<file path="config.mk">
export PLATFORM = sky130hd
export DESIGN_NAME = spi_transfer_engine
export DESIGN_NICKNAME = d
export VERILOG_FILES = /design/src/rtl/spi_transfer_engine.sv
export SDC_FILE = /design/constraint.sdc
export NUM_CORES = 1
export LEC_CHECK = 0
export CORE_UTILIZATION = 30
export DETAILED_ROUTE_END_ITERATION = 10
export HOLD_SLACK_MARGIN = 0.12
export SLEW_MARGIN = 20
export SYNTH_ARGS = -nofsm -noshare
export SYNTH_HDL_FRONTEND = slang
export SYNTH_SLANG_ARGS = --single-unit
</file>
<file path="constraint.sdc">
create_clock -name clockIn -period 5.7 [get_ports clockIn]
set_clock_uncertainty 0.15 [all_clocks]
set_input_delay 0.855 -clock clockIn [delete_from_list [all_inputs] [get_ports clockIn]]
set_output_delay 0.855 -clock clockIn [all_outputs]
set_load 0.01 [all_outputs]
</file>
<file path="src/rtl/spi_transfer_engine.sv">
// -----------------------------------------------------------------------------
// spi_transfer_engine
//
// Purpose:
//   Chip-select-framed SPI transfer sequencer. It sits downstream of an SPI
//   clock generator: it drives that generator's enable (clk_enable) and
//   consumes its one-cycle-per-SCLK-period strobe (sync). One accepted start
//   runs one transfer of 1..MAX_WIDTH bits: ss_n falls, CS_SETUP cycles later
//   the clock generator is enabled, len+1 sync pulses move len bits out on
//   mosi and in from miso, the generator is disabled, and CS_HOLD cycles later
//   ss_n rises together with a one-cycle done pulse and a fresh data_out.
//
// Optional feature:
//   SPI_TRANSFER_LSB_FIRST_EN - when defined, bits go out LSB first and the
//   first received bit lands in data_out[0]. Default build is MSB first.
//
// Ports:
//   clockIn          in   system clock
//   reset            in   asynchronous, active-high reset
//   start            in   one-cycle transfer request, honoured only when idle
//   transfer_length  in   bit count; 0 or > MAX_WIDTH means MAX_WIDTH
//   data_in          in   transmit word, right-aligned
//   sync             in   one pulse per SCLK period from the clock generator
//   miso             in   serial receive data
//   mosi             out  serial transmit data
//   ss_n             out  active-low chip select
//   clk_enable       out  enable to the clock generator
//   busy             out  high from the cycle after an accepted start to done
//   data_out         out  last received word, right-aligned, upper bits zero
//   done             out  one-cycle pulse when data_out is updated
// -----------------------------------------------------------------------------
module spi_transfer_engine #(
  parameter int MAX_WIDTH = 32,
  parameter int CS_SETUP  = 2,
  parameter int CS_HOLD   = 2,
  localparam int LW       = $clog2(MAX_WIDTH + 1)
) (
  input  logic                 clockIn,
  input  logic                 reset,
  input  logic                 start,
  input  logic [LW-1:0]        transfer_length,
  input  logic [MAX_WIDTH-1:0] data_in,
  input  logic                 sync,
  input  logic                 miso,
  output logic                 mosi,
  output logic                 ss_n,
  output logic                 clk_enable,
  output logic                 busy,
  output logic [MAX_WIDTH-1:0] data_out,
  output logic                 done
);

  // Framing counter is shared by SETUP and HOLD, so size it for the longer one.
  localparam int CW = (CS_SETUP > CS_HOLD) ? $clog2(CS_SETUP + 1)
                                           : $clog2(CS_HOLD + 1);

  typedef enum logic [1:0] {
    IDLE,
    SETUP,
    SHIFT,
    HOLD
  } state_t;

  state_t               r_state;
  logic [LW-1:0]        r_len;
  logic [LW-1:0]        r_bit_cnt;
  logic [CW-1:0]        r_cnt;
  logic                 r_started;
  logic [MAX_WIDTH-1:0] r_tx;
  logic [MAX_WIDTH-1:0] r_rx;
  logic                 r_mosi;
  logic                 r_ss_n;
  logic                 r_clk_enable;
  logic                 r_busy;
  logic [MAX_WIDTH-1:0] r_data_out;
  logic                 r_done;

  logic [LW-1:0]        w_len;
  logic [LW-1:0]        w_mask_shamt;
  logic [MAX_WIDTH-1:0] w_mask;
  logic                 w_last;
  logic [MAX_WIDTH-1:0] w_tx_load;
  logic [MAX_WIDTH-1:0] w_tx_shifted;
  logic [MAX_WIDTH-1:0] w_rx_shifted;
  logic                 w_first_bit;
  logic                 w_next_bit;

  // Out-of-range lengths collapse to a full-width transfer.
  assign w_len = (transfer_length == '0 || transfer_length > LW'(MAX_WIDTH))
                 ? LW'(MAX_WIDTH) : transfer_length;

  // Receive mask keeps only the low len bits of the shift register.
  assign w_mask_shamt = LW'(MAX_WIDTH) - r_len;
  assign w_mask       = {MAX_WIDTH{1'b1}} >> w_mask_shamt;

  // Current sync completes the final bit.
  assign w_last = (r_bit_cnt == r_len - 1'b1);

`ifdef SPI_TRANSFER_LSB_FIRST_EN
  logic [LW-1:0] w_rx_pos;

  assign w_tx_load    = data_in;
  assign w_tx_shifted = r_tx >> 1;
  assign w_first_bit  = w_tx_load[0];
  assign w_next_bit   = w_tx_shifted[0];
  // New bits enter at position len-1 so the first bit ends up in bit 0.
  assign w_rx_pos     = r_len - 1'b1;
  assign w_rx_shifted = (r_rx >> 1) | ({{(MAX_WIDTH-1){1'b0}}, miso} << w_rx_pos);
`else
  logic [LW-1:0] w_load_shamt;

  // Left-justify the word so the first bit to send sits at the MSB.
  assign w_load_shamt = LW'(MAX_WIDTH) - w_len;
  assign w_tx_load    = data_in << w_load_shamt;
  assign w_tx_shifted = r_tx << 1;
  assign w_first_bit  = w_tx_load[MAX_WIDTH-1];
  assign w_next_bit   = w_tx_shifted[MAX_WIDTH-1];
  assign w_rx_shifted = {r_rx[MAX_WIDTH-2:0], miso};
`endif

  // NOTE: sequential state uses non-blocking (<=) assignments so every
  // register in this block sees the pre-edge value of every other register.
  always_ff @(posedge clockIn or posedge reset) begin
    if (reset) begin
      r_state      <= IDLE;
      r_len        <= '0;
      r_bit_cnt    <= '0;
      r_cnt        <= '0;
      r_started    <= 1'b0;
      r_tx         <= '0;
      r_rx         <= '0;
      r_mosi       <= 1'b0;
      r_ss_n       <= 1'b1;
      r_clk_enable <= 1'b0;
      r_busy       <= 1'b0;
      r_data_out   <= '0;
      r_done       <= 1'b0;
    end else begin
      r_done <= 1'b0;
      case (r_state)
        IDLE: begin
          if (start) begin
            r_len     <= w_len;
            r_tx      <= w_tx_load;
            r_rx      <= '0;
            r_bit_cnt <= '0;
            r_cnt     <= '0;
            r_started <= 1'b0;
            r_mosi    <= w_first_bit;
            r_ss_n    <= 1'b0;
            r_busy    <= 1'b1;
            r_state   <= SETUP;
          end
        end

        SETUP: begin
          if (r_cnt == CW'(CS_SETUP - 1)) begin
            r_clk_enable <= 1'b1;
            r_state      <= SHIFT;
          end else begin
            r_cnt <= r_cnt + 1'b1;
          end
        end

        SHIFT: begin
          if (sync) begin
            // The first sync only opens bit 0, which mosi already carries.
            if (!r_started) begin
              r_started <= 1'b1;
            end else begin
              r_rx      <= w_rx_shifted;
              r_tx      <= w_tx_shifted;
              r_bit_cnt <= r_bit_cnt + 1'b1;
              if (w_last) begin
                // mosi keeps the final bit; nothing past len is driven out.
                r_clk_enable <= 1'b0;
                r_cnt        <= '0;
                r_state      <= HOLD;
              end else begin
                r_mosi <= w_next_bit;
              end
            end
          end
        end

        HOLD: begin
          if (r_cnt == CW'(CS_HOLD - 1)) begin
            r_ss_n     <= 1'b1;
            r_busy     <= 1'b0;
            r_done     <= 1'b1;
            r_data_out <= r_rx & w_mask;
            r_state    <= IDLE;
          end else begin
            r_cnt <= r_cnt + 1'b1;
          end
        end

        default: r_state <= IDLE;
      endcase
    end
  end

  assign mosi       = r_mosi;
  assign ss_n       = r_ss_n;
  assign clk_enable = r_clk_enable;
  assign busy       = r_busy;
  assign data_out   = r_data_out;
  assign done       = r_done;

endmodule
</file>
# Word level (Yosys, flattened, before mapping)

Cells that the tools add are included.
Widths: inputs -> output; s select.

Register bits: 117
Latch bits: 0
Bits in writable memories: 0
ROM bits: 0
Input bits: 43
Output and inout bits: 37
Logic and storage cells: 96
Memories kept: 0

$add $sub $neg: 5
$mul: 0
Divide/modulo/power cells: 0
Order comparisons: 1
Equal/unequal tests: 13
Shift-type cells: 2
Mux-type cells: 45
Bitwise logic cells: 1
Reduce and logical (&&, ||, !) cells: 16

Operator list:

| kind                  | number |
|---|---|
| $mux 32               | 3 |
| $mux 31               | 3 |
| $pmux 32 s2           | 1 |
| $pmux 31 s2           | 1 |
| $and 32x32->32        | 1 |
| $shl 32x6->32         | 1 |
| $shr 32x6->32 const A | 1 |
| $mux 6                | 4 |
| $mux 2                | 11 |
| $ne 2x2->1 const B    | 8 |
| $reduce_and 5->1      | 3 |
| $mux 1                | 14 |
| $pmux 6 s2            | 1 |
| $sub 6x6->6 const A   | 2 |
| $pmux 1 s2            | 5 |
| $pmux 2 s4            | 1 |
| $add 6x1->6 const B   | 1 |
| $eq 6x6->1            | 1 |
| $gt 6x6->1 const B    | 1 |
| $logic_not 6->1       | 1 |
| $pmux 2 s3            | 1 |
| $reduce_and 3->1      | 2 |
| $reduce_and 6->1      | 1 |
| $reduce_bool 2->1     | 3 |
| other kinds (9)       | 12 |

# Logic depth before layout (Yosys ltp)

Gate-level depths: netlist (run 1).

Depth after elaboration: 7
Mapped depth: 13
Mapped depth without buffers: 10

# Worst setup path after synthesis (run 1)

OpenSTA, ideal clock, no wires.

Path kind: in2reg
Start: in transfer_length[5]
End: reg r_tx[15]
Setup time: 0.123 ns
Data arrival time: 3.297 ns
Setup slack: 2.131 ns
Stages: 13
Buffers on the path: 6
Path through: buf_6 > nand2b_4 > buf_6 > buf_8 > buf_6 > ha_1 > buf_2 > clkbuf_1 > mux4_2 > mux2i_4 > mux2i_2 > a221oi_2 > nor2_1

Cells in the longest elaborated chain, start to end: 7
Elaborated cells on any way between the ends: 8

Ends and longest elaborated chain:

| what                                                 | line | text |
|---|---|---|
| from (decl)                                          | 41   | `input logic [LW-1:0] transfer_length,` |
| $gt 6x6->1 / $logic_not 6->1 (equally long branches) | 89   | `assign w_len = (transfer_length == '0 \|\| transfer_length > LW'(MAX_WIDTH))` |
| $logic_or 1x1->1                                     | 89   |  |
| $mux 6 (*)                                           | 90   | `? LW'(MAX_WIDTH) : transfer_length;` |
| $sub 6x6->6 (*)                                      | 113  | `assign w_load_shamt = LW'(MAX_WIDTH) - w_len;` |
| $shl 32x6->32 (*)                                    | 114  | `assign w_tx_load = data_in << w_load_shamt;` |
| $mux 31 (*)                                          | 142  | `if (start) begin` |
| $pmux 31 s2 (*)                                      | 140  | `case (r_state)` |
| to (signal assigned)                                 | 144  | `r_tx <= w_tx_load;` |
| to (signal assigned)                                 | 172  | `r_tx <= w_tx_shifted;` |
| to (decl)                                            | 69   | `logic [MAX_WIDTH-1:0] r_tx;` |

Every way passes the cells marked *; elsewhere a longest branch is shown, timed or not. The select of a mux whose other input is x is not followed.
A chain may end at the register's enable or synchronous reset.

# Final worst setup path (run 1)

Start: in transfer_length[5]
End: reg r_tx[28]

The elaborated chain is that of the path after synthesis.

==> results.yml, run 1 <==
synth:
  syn-num-nets: 781
  synthesis.instances: 726
  synth_compound_area_share_pct: 14.1
  synth_xor_area_share_pct: 2.70
  synthArstFlopShare_pct: 100
  yosysWarnings: 0
  synth_fa_ha_area_share_pct: 2.13
  synthFlopType: "dfrtp_1"
  yosys.area_share.simple_pct: 18.3
  synth_most_common_cell: "nand2_1"
  yosysUniqueCellTypes: 61
  syn_area_um2: 7050
  synth_top_area_share_pct: 41.2
  synth_top_family_by_area: "simple AND/OR/NAND/NOR gates"
  ys_seq_area_share_pct: 41.5
  yosys-top-cells-count: "nand2_1, dfrtp_1, nand3_1"
  synth_area_leaders: "dfrtp_1, nand2_1, mux4_2"
  ys_ff_latch: 117
  synthMuxAreaShare_pct: 16.3
  syn_avg_cell_area_um2: 9.71
  synth_edf_count: 0
  synth_area_leader_cell: "dfrtp_1"
floorplan:
  row_count: 55
  io_pins: 80
  initial_core_util_pct: 30.9
  dieWidth_um: 155
  design.die.area_um2: 24100
  fp.dieH_um: 155
  coreArea_um2: 22800
global_routing:
  grt_overflow: 0
  grt_use_total_pct: 15.5
  busiest_layer: "met2"
  grt_pass1_vias: 5482
  grt_max_degree: 79
  antenna_found_initial: 0
  globalRouteMet3Util_pct: 2.59
  grt_use_met1_pct: 22.4
  grt_first_pass_wirelength_mm: 29.6
  met2_usage_pct: 23.0
placement:
  port_buffers: 79
  placed_area_um2: 8050
  gp_congestion: 0.864
  dp.final_hpwl_mm: 12.7
sta:
  timing.final.hold_violations: 0
  report.final.setup_viol: 0
  min_period_ns: 4.02
  worst_pin_slew_ns: 1.01
  holdWs_ns: 0.322
  clock.fmax_mhz: 249
  drv_slew: 0
  rsz0062_at_grt: "false"
  finalCritPeriodShare_pct: 70.6
  slew_headroom_pct: 33.0
  finalSetupTns_ns: 0
clock_tree:
  cts-htree-levels: 4
  cts_buffers: 17
  clock-sinks: 117
  clk_pin_slew_ns: 0.06
  post_cts_buffers: 0
  cts_resized: 0
  cts_root_buf: "clkbuf_16"
  clock_latency_ns: 0.42
  postCtsHoldBufs: 0
  cts.path.max_buffers: 2
  cts_tree: "built"
power:
  power.density_nw_per_um2: 463
  leakage_nw: 3.82
  peakVddDrop_v: 0.000240
min_path:
  hold_path_class: "flip-flop to flip-flop"
cells_and_area:
  diodes: 0
  nets: 837
  stdcell_area_um2: 8670
  drive_above_1_share_pct: 11.7
  area_growth_pct: 23.0
  fillers: 2340
  multi_input_area_um2: 3790
  seqCellArea_um2: 2930
route:
  num_vias: 5682
  routedWlPerCell_um: 16.0
  drc: 0
  drt_iter0_drc: 364
  first_pass_iters: 5
  wl_mm: 17.7
  drt-vias-per-instance: 5.13
  ant_nets: 0
setup_path:
  crit_type: "input port to flip-flop"
  cp_data_required_time_ns: 5.89
  cp_max_fo: 22
  crit_path_end_kind: "flip-flop"
  arrival_ns: 4.22
  start_kind: "input port"
outcome:
  outcome: "finished clean"
flow_run:
  cap_violations: 0
## layout make-up
type / count / area share, %
inverter: 17 / 0.794
clock buffer: 17 / 4.91
clock inverter: 15 / 2.22
multi-input combinational: 539 / 43.7
sequential: 117 / 33.8
timing repair buffer: 90 / 10.1
tap: 313 / 4.52
## placed cells by master (no fill, tap or decap), types with 7 or more instances in the layout
cell type / instances
buf_4: 11
xnor2_1: 9
clkdlybuf4s50_1: 79
a32o_1: 14
o21ai_0: 35
clkbuf_16: 17
ha_1: 11
a21oi_1: 22
xor2_1: 7
nand2_1: 151
o211ai_1: 8
a31oi_1: 9
o21ai_1: 9
inv_1: 16
a221oi_1: 9
mux2i_1: 44
mux4_2: 23
inv_6: 8
nor2_1: 47
dfrtp_1: 116
nand3_1: 50
a32oi_1: 9
nand2b_1: 7
## worst paths after layout
kind | from | end | slack (ns) | cells past startpoint
max reg2reg | r_state[0]$_DFFE_PP0P_ | r_tx[18]$_DFFE_PP0P_ | 2.12 | 7
max | transfer_length[5] | r_tx[28]$_DFFE_PP0P_ | 1.68 | 9
min | data_out[7]$_DFFE_PP0P_ | data_out[7]$_DFFE_PP0P_ | 0.32 | 2
min reg2reg | data_out[7]$_DFFE_PP0P_ | data_out[7]$_DFFE_PP0P_ | 0.32 | 2
min in group asynchronous | reset | data_out[7]$_DFFE_PP0P_ | 0.80 | 2
max in group asynchronous | reset | r_rx[14]$_DFFE_PP0P_ | 3.59 | 3
## state kept, by name, indices dropped and copies added, names as in the netlist
name        count
ss_n            1
clk_enable      1
r_cnt           2
r_bit_cnt       6
done            1
data_out       32
r_len           6
mosi            1
busy            1
r_started       1
r_rx           32
r_tx           31
r_state         2
## stage by stage
stage / setup slack (ns) / total power (W) / util (%) / cells
detailed placement: 1.27 / 0.00292 / 35.2 / 1076
global placement: 1.33 / 0.00290 / 35.2 / 1076
finish: 1.68 / 0.00402 / 38.0 / 1108
global route: 1.44 / 0.00430 / 38.0 / 1108
floorplan: 1.60 / 0.00243 / - / 726
CTS: 1.70 / 0.00405 / 37.9 / 1108
## layer usage
layer	up-vias	wire, um	part of all wire (%)
met4	0	354	2.0
met5	-	0	0
li1	2739	-	-
met3	26	757	4.3
met1	2759	8840	50
met2	158	7740	44
## critical path: stages
cell,delay [ns]
clkdlybuf4s50_1,0.69
nand2b_1,0.21
ha_1,0.39
xor2_4,0.75
buf_4,0.33
mux2_1,0.34
o22ai_1,0.33
o211ai_1,0.12
a31oi_1,0.19
## logic make-up after synthesis
family          Yosys count
compound gates          141
flops                   117
simple gates            288
xor+xnor                 18
fa+ha+maj                12
mux                      80
buf+inv                  70
## power breakdown
part | internal (W) | total, W | switching, W
sequential | 0.00101 | 0.00115 | 0.000142
clock | 0.000700 | 0.00112 | 0.000419
combinational | 0.000610 | 0.00174 | 0.00113
total | 0.00232 | 0.00402 | 0.00170
(Power assumes the default switching activity.)
==> run 2: changes to the inputs <==
==> constraint.sdc (replaced) <==
create_clock -name clockIn -period 4.2 [get_ports clockIn]
set_clock_uncertainty 0.15 [all_clocks]
set_input_delay 0.63 -clock clockIn [delete_from_list [all_inputs] [get_ports clockIn]]
set_output_delay 0.63 -clock clockIn [all_outputs]
set_load 0.01 [all_outputs]
==> run 2 against run 1 <==
Utilization is 0.24 points higher. Register-to-register slack worse by 0.73 ns. Hold slack better by 0.0041 ns. Global-route usage shrank 0.24 points. Sequential cell count did not move. Final area increased by 0.63%. Critical path depth shrank 1. Final cell count increased by 0.45%. Clock-buffer cell count rose by 4.
==> results.yml, run 2 (synthesized netlist as in run 1, its figures left out) <==
outcome:
  outcome: "finished clean"
global_routing:
  grt_overflow: 0
  grt_first_pass_wirelength_mm: 29.3
  grt_use_total_pct: 15.3
  grt_pass1_vias: 5469
  grt_max_degree: 83
  antenna_found_initial: 0
clock_tree:
  post_cts_buffers: 0
  clock-sinks: 117
  cts_resized: 0
  cts_root_buf: "clkbuf_16"
  cts_tree: "built"
  cts-htree-levels: 4
  clock_latency_ns: 0.42
  postCtsHoldBufs: 0
  cts.path.max_buffers: 2
  clk_pin_slew_ns: 0.05
  cts_buffers: 17
setup_path:
  cp_max_fo: 9
  ff2ff_path_depth: 7
  start_kind: "input port"
  reg2reg_from: "r_state[0]$_DFFE_PP0P_"
  rrSetupSlack_ns: 1.39
  crit_type: "input port to flip-flop"
  r2r-end: "r_tx[12]$_DFFE_PP0P_"
  cp_data_required_time_ns: 4.39
  crit_path_end_kind: "flip-flop"
  arrival_ns: 3.55
min_path:
  min-delay-start: "data_out[12]$_DFFE_PP0P_"
  min_path_cells: 2
  hold_path_class: "flip-flop to flip-flop"
  hold_end: "data_out[12]$_DFFE_PP0P_"
cells_and_area:
  stdcell_area_um2: 8730
  drive_above_1_share_pct: 11.9
  final_common_cell: "nand2_1"
  diodes: 0
  nets: 843
  area_growth_pct: 23.7
  mostFrequentLayoutCells: "nand2_1, dfrtp_1, clkdlybuf4s50_1"
floorplan:
  design.die.area_um2: 24100
  row_count: 55
  coreArea_um2: 22800
  initial_core_util_pct: 30.9
  io_pins: 80
  fp.dieH_um: 155
  dieWidth_um: 155
sta:
  slew_headroom_pct: 43.1
  min_period_ns: 3.36
  finalCritPeriodShare_pct: 80.0
  fin_ws_ns: 0.840
  finalSetupTns_ns: 0
  report.final.setup_viol: 0
  rsz0062_at_grt: "false"
  timing.final.hold_violations: 0
  drv_slew: 0
  clock.fmax_mhz: 298
  holdWs_ns: 0.326
  worst_pin_slew_ns: 0.853
power:
  power.density_nw_per_um2: 631
  clock_power_share_pct: 27.5
  power_frac_comb_pct: 44.0
  p_sw_w: 0.00227
  p_total_w: 0.00550
  power_frac_seq_pct: 28.6
  p_int_w: 0.00323
  leakage_nw: 3.84
  p_sw_share_pct: 41.3
  peakVddDrop_v: 0.000444
placement:
  post-place-ws_ns: 0.378
  dp.final_hpwl_mm: 12.7
  placed_area_um2: 8120
  port_buffers: 79
  gp_congestion: 0.836
route:
  drt-vias-per-instance: 5.13
  routedWlPerCell_um: 16.0
  ant_nets: 0
  wl_mm: 17.8
  num_vias: 5707
  drt_iter0_drc: 413
  drc: 0
  first_pass_iters: 6
flow_run:
  cap_violations: 0
run 2: layout make-up:
| cell class | instances | area [um2] |
|---|---|---|
| inverters | 17 | 66.3 |
| flip-flops and latches | 117 | 2930 |
| well taps | 313 | 392 |
| repair buffers | 96 | 943 |
| clock buffers | 21 | 450 |
| fillers | 2302 | 14100 |
| clock inverters | 10 | 155 |
| multi-input cells | 539 | 3790 |
run 2: critical path, stage by stage:
cell and delay [ns]:
clkdlybuf4s50_1 0.60, nand2b_1 0.27, ha_1 0.34, xnor2_1 0.54
mux4_2 0.60, a21oi_2 0.24, a221oi_1 0.13, a21oi_1 0.21
run 2: power groups by stage:
stage | registers (W) | clock network, W | logic (W)
6_report | 0.00157 | 0.00151 | 0.00242
5_1_grt | 0.00160 | 0.00159 | 0.00268
4_1_cts | 0.00157 | 0.00154 | 0.00242
3_5_place_dp | 0.00158 | 0 | 0.00243
3_3_place_gp | 0.00158 | 0 | 0.00241
2_1_floorplan | 0.00152 | 0 | 0.00179
run 2: per-stage QoR:
step,std cells,util [%]
floorplan,726,-
global placement,1082,35.5
detailed placement,1082,35.5
CTS,1113,38.2
global route,1113,38.2
finish,1113,38.2
run 2: per-layer routing:
layer | GRT usage (%) | wire length [um]
met3 | 2.76 | 894
met5 | 0 | 0
met4 | 5.93 | 380
met2 | 22.0 | 7610
met1 | 22.6 | 8940
run 2: worst max-delay path by stage:
stage	from	end	slack (ns)	cells after the start
after floorplan	reset	busy$_DFFE_PP0P_	0.32	1
after global placement	transfer_length[5]	r_tx[26]$_DFFE_PP0P_	0.43	8
after detailed placement	transfer_length[5]	r_tx[26]$_DFFE_PP0P_	0.38	8
after CTS	transfer_length[5]	r_tx[26]$_DFFE_PP0P_	0.81	8
after global routing	transfer_length[5]	r_tx[16]$_DFFE_PP0P_	0.64	9
final	transfer_length[5]	r_tx[26]$_DFFE_PP0P_	0.84	8
==> run 3: changes to the inputs <==
==> constraint.sdc (replaced) <==
create_clock -name clockIn -period 3.1 [get_ports clockIn]
set_clock_uncertainty 0.15 [all_clocks]
set_input_delay 0.465 -clock clockIn [delete_from_list [all_inputs] [get_ports clockIn]]
set_output_delay 0.465 -clock clockIn [all_outputs]
set_load 0.01 [all_outputs]
==> run 3 against run 2 <==
Utilization rose by 1.2 points. Die area unchanged. Worst setup slack got worse by 0.52 ns. Non-clock buffer count up 32. Clock power increased by 28%.
==> results.yml, run 3 (synthesized netlist as in run 1, its figures left out) <==
cells_and_area:
  diodes: 0
  drive_above_1_share_pct: 15.5
  finalCoreUtilization_pct: 39.4
  mostFrequentLayoutCells: "nand2_1, dfrtp_1, clkdlybuf4s50_1"
  nets: 875
  area_growth_pct: 27.6
  final_common_cell: "nand2_1"
power:
  peakVddDrop_v: 0.000562
  p_total_w: 0.00747
  power.density_nw_per_um2: 830
  leakage_nw: 4.00
setup_path:
  worst_path_largest_cell_delay_ns: 0.49
  critPathSlowestCell: "clkdlybuf4s50_1"
  cp_max_fo: 9
  path_cells: "clkdlybuf4s50_1 -> nand2b_1 -> ha_1 -> xor2_4 -> buf_4 -> buf_4 -> mux2i_1 -> mux2i_1 -> a221oi_1 -> o21ai_1"
  start_kind: "input port"
  arrival_ns: 2.92
  cp_data_required_time_ns: 3.24
  ff2ff_path_depth: 10
  crit_type: "input port to flip-flop"
  crit_path_end_kind: "flip-flop"
outcome:
  outcome: "finished clean"
sta:
  clock.fmax_mhz: 360
  slew_headroom_pct: 45.1
  finalCritPeriodShare_pct: 89.5
  timing.final.hold_violations: 0
  rsz0062_at_grt: "false"
  holdWs_ns: 0.309
  worst_pin_slew_ns: 0.817
  drv_slew: 0
  min_period_ns: 2.78
  report.final.setup_viol: 0
route:
  first_pass_iters: 5
  num_vias: 5863
  ant_nets: 0
  routedWlPerCell_um: 16.0
  drt_iter0_drc: 408
  drt-vias-per-instance: 5.12
  drc: 0
  wl_mm: 18.4
global_routing:
  grt_max_degree: 57
  grt_first_pass_wirelength_mm: 30.2
  antenna_found_initial: 0
  grt_overflow: 0
  grt_use_total_pct: 15.9
  grt_pass1_vias: 5672
clock_tree:
  cts_buffers: 17
  cts_root_buf: "clkbuf_16"
  post_cts_buffers: 0
  cts_resized: 0
  clk_pin_slew_ns: 0.06
  cts-htree-levels: 4
  postCtsHoldBufs: 0
  cts.path.max_buffers: 2
  cts_tree: "built"
  clock-sinks: 117
  clock_latency_ns: 0.42
floorplan:
  row_count: 55
  coreArea_um2: 22800
  io_pins: 80
  design.die.area_um2: 24100
  fp.dieH_um: 155
  initial_core_util_pct: 30.9
  dieWidth_um: 155
placement:
  dp.final_hpwl_mm: 13.4
  port_buffers: 79
  gp_congestion: 0.888
flow_run:
  cap_violations: 0
min_path:
  hold_path_class: "input port to async pin"
## run 3: cell types whose count changed in the layout (fill, tap and decap cells not counted), moves of 2 or more
cell,previous run,this run
clkinv_2,4,2
clkinv_4,0,4
clkinvlp_4,2,4
bufinv_16,4,2
buf_4,15,43
buf_12,2,6
## run 3: layer usage
layer  global-route usage (%)  vias to the layer above  wire, um  share of wire (%)
met3                     2.76                       26       889                4.8
met4                     5.79                        0       364                2.0
met1                     23.0                     2824      9020                 49
met5                        0                        -         0                  0
li1                         -                     2807         -                  -
met2                     23.6                      206      8090                 44
## run 3: per-stage QoR
stage	cell area, um2	TNS (ns)	worst slack (ns)	instances
finish	9000	0	0.325	1146
global route	9000	0	0.144	1146
CTS	9000	0	0.322	1146
detailed placement	8410	-0.436	-0.0970	1114
global placement	8410	-0.113	-0.0356	1114
floorplan	7060	0	0.0326	726
## run 3: path summary, 6_finish.rpt
check	slack, ns	endpoint	startpoint
worst max-delay path	0.32	r_tx[30]$_DFFE_PP0P_	transfer_length[5]
worst min-delay path	0.31	data_out[4]$_DFFE_PP0P_	reset
worst max register to register	0.35	r_state[1]$_DFFE_PP0P_	r_len[1]$_DFFE_PP0P_
worst min register to register	0.32	data_out[12]$_DFFE_PP0P_	data_out[12]$_DFFE_PP0P_
max in group asynchronous	1.81	r_tx[4]$_DFFE_PP0P_	reset
min in group clockIn	0.32	data_out[12]$_DFFE_PP0P_	data_out[12]$_DFFE_PP0P_
## run 3: area by class of cell
cell class | instances | area [um2]
clock buffer | 21 | 460
tap | 313 | 392
fill | 2274 | 13800
clock inverter | 11 | 128
sequential | 117 | 2930
inverter | 17 | 67.6
timing repair buffer | 128 | 1230
multi-input combinational | 539 | 3790
## run 3: critical path, delay by kind of cell
kind / cells / cell delay [ns]
compound gates: 2 / 0.36
xor+xnor: 1 / 0.26
fa+ha+maj: 1 / 0.36
buf+inv: 3 / 0.89
mux: 2 / 0.43
simple gates: 1 / 0.14
## run 3: report_power, final
| part | internal, W | switching (W) |
|---|---|---|
| combinational | 0.00127 | 0.00216 |
| sequential | 0.00186 | 0.000245 |
| clock | 0.00123 | 0.000712 |
| total | 0.00435 | 0.00312 |
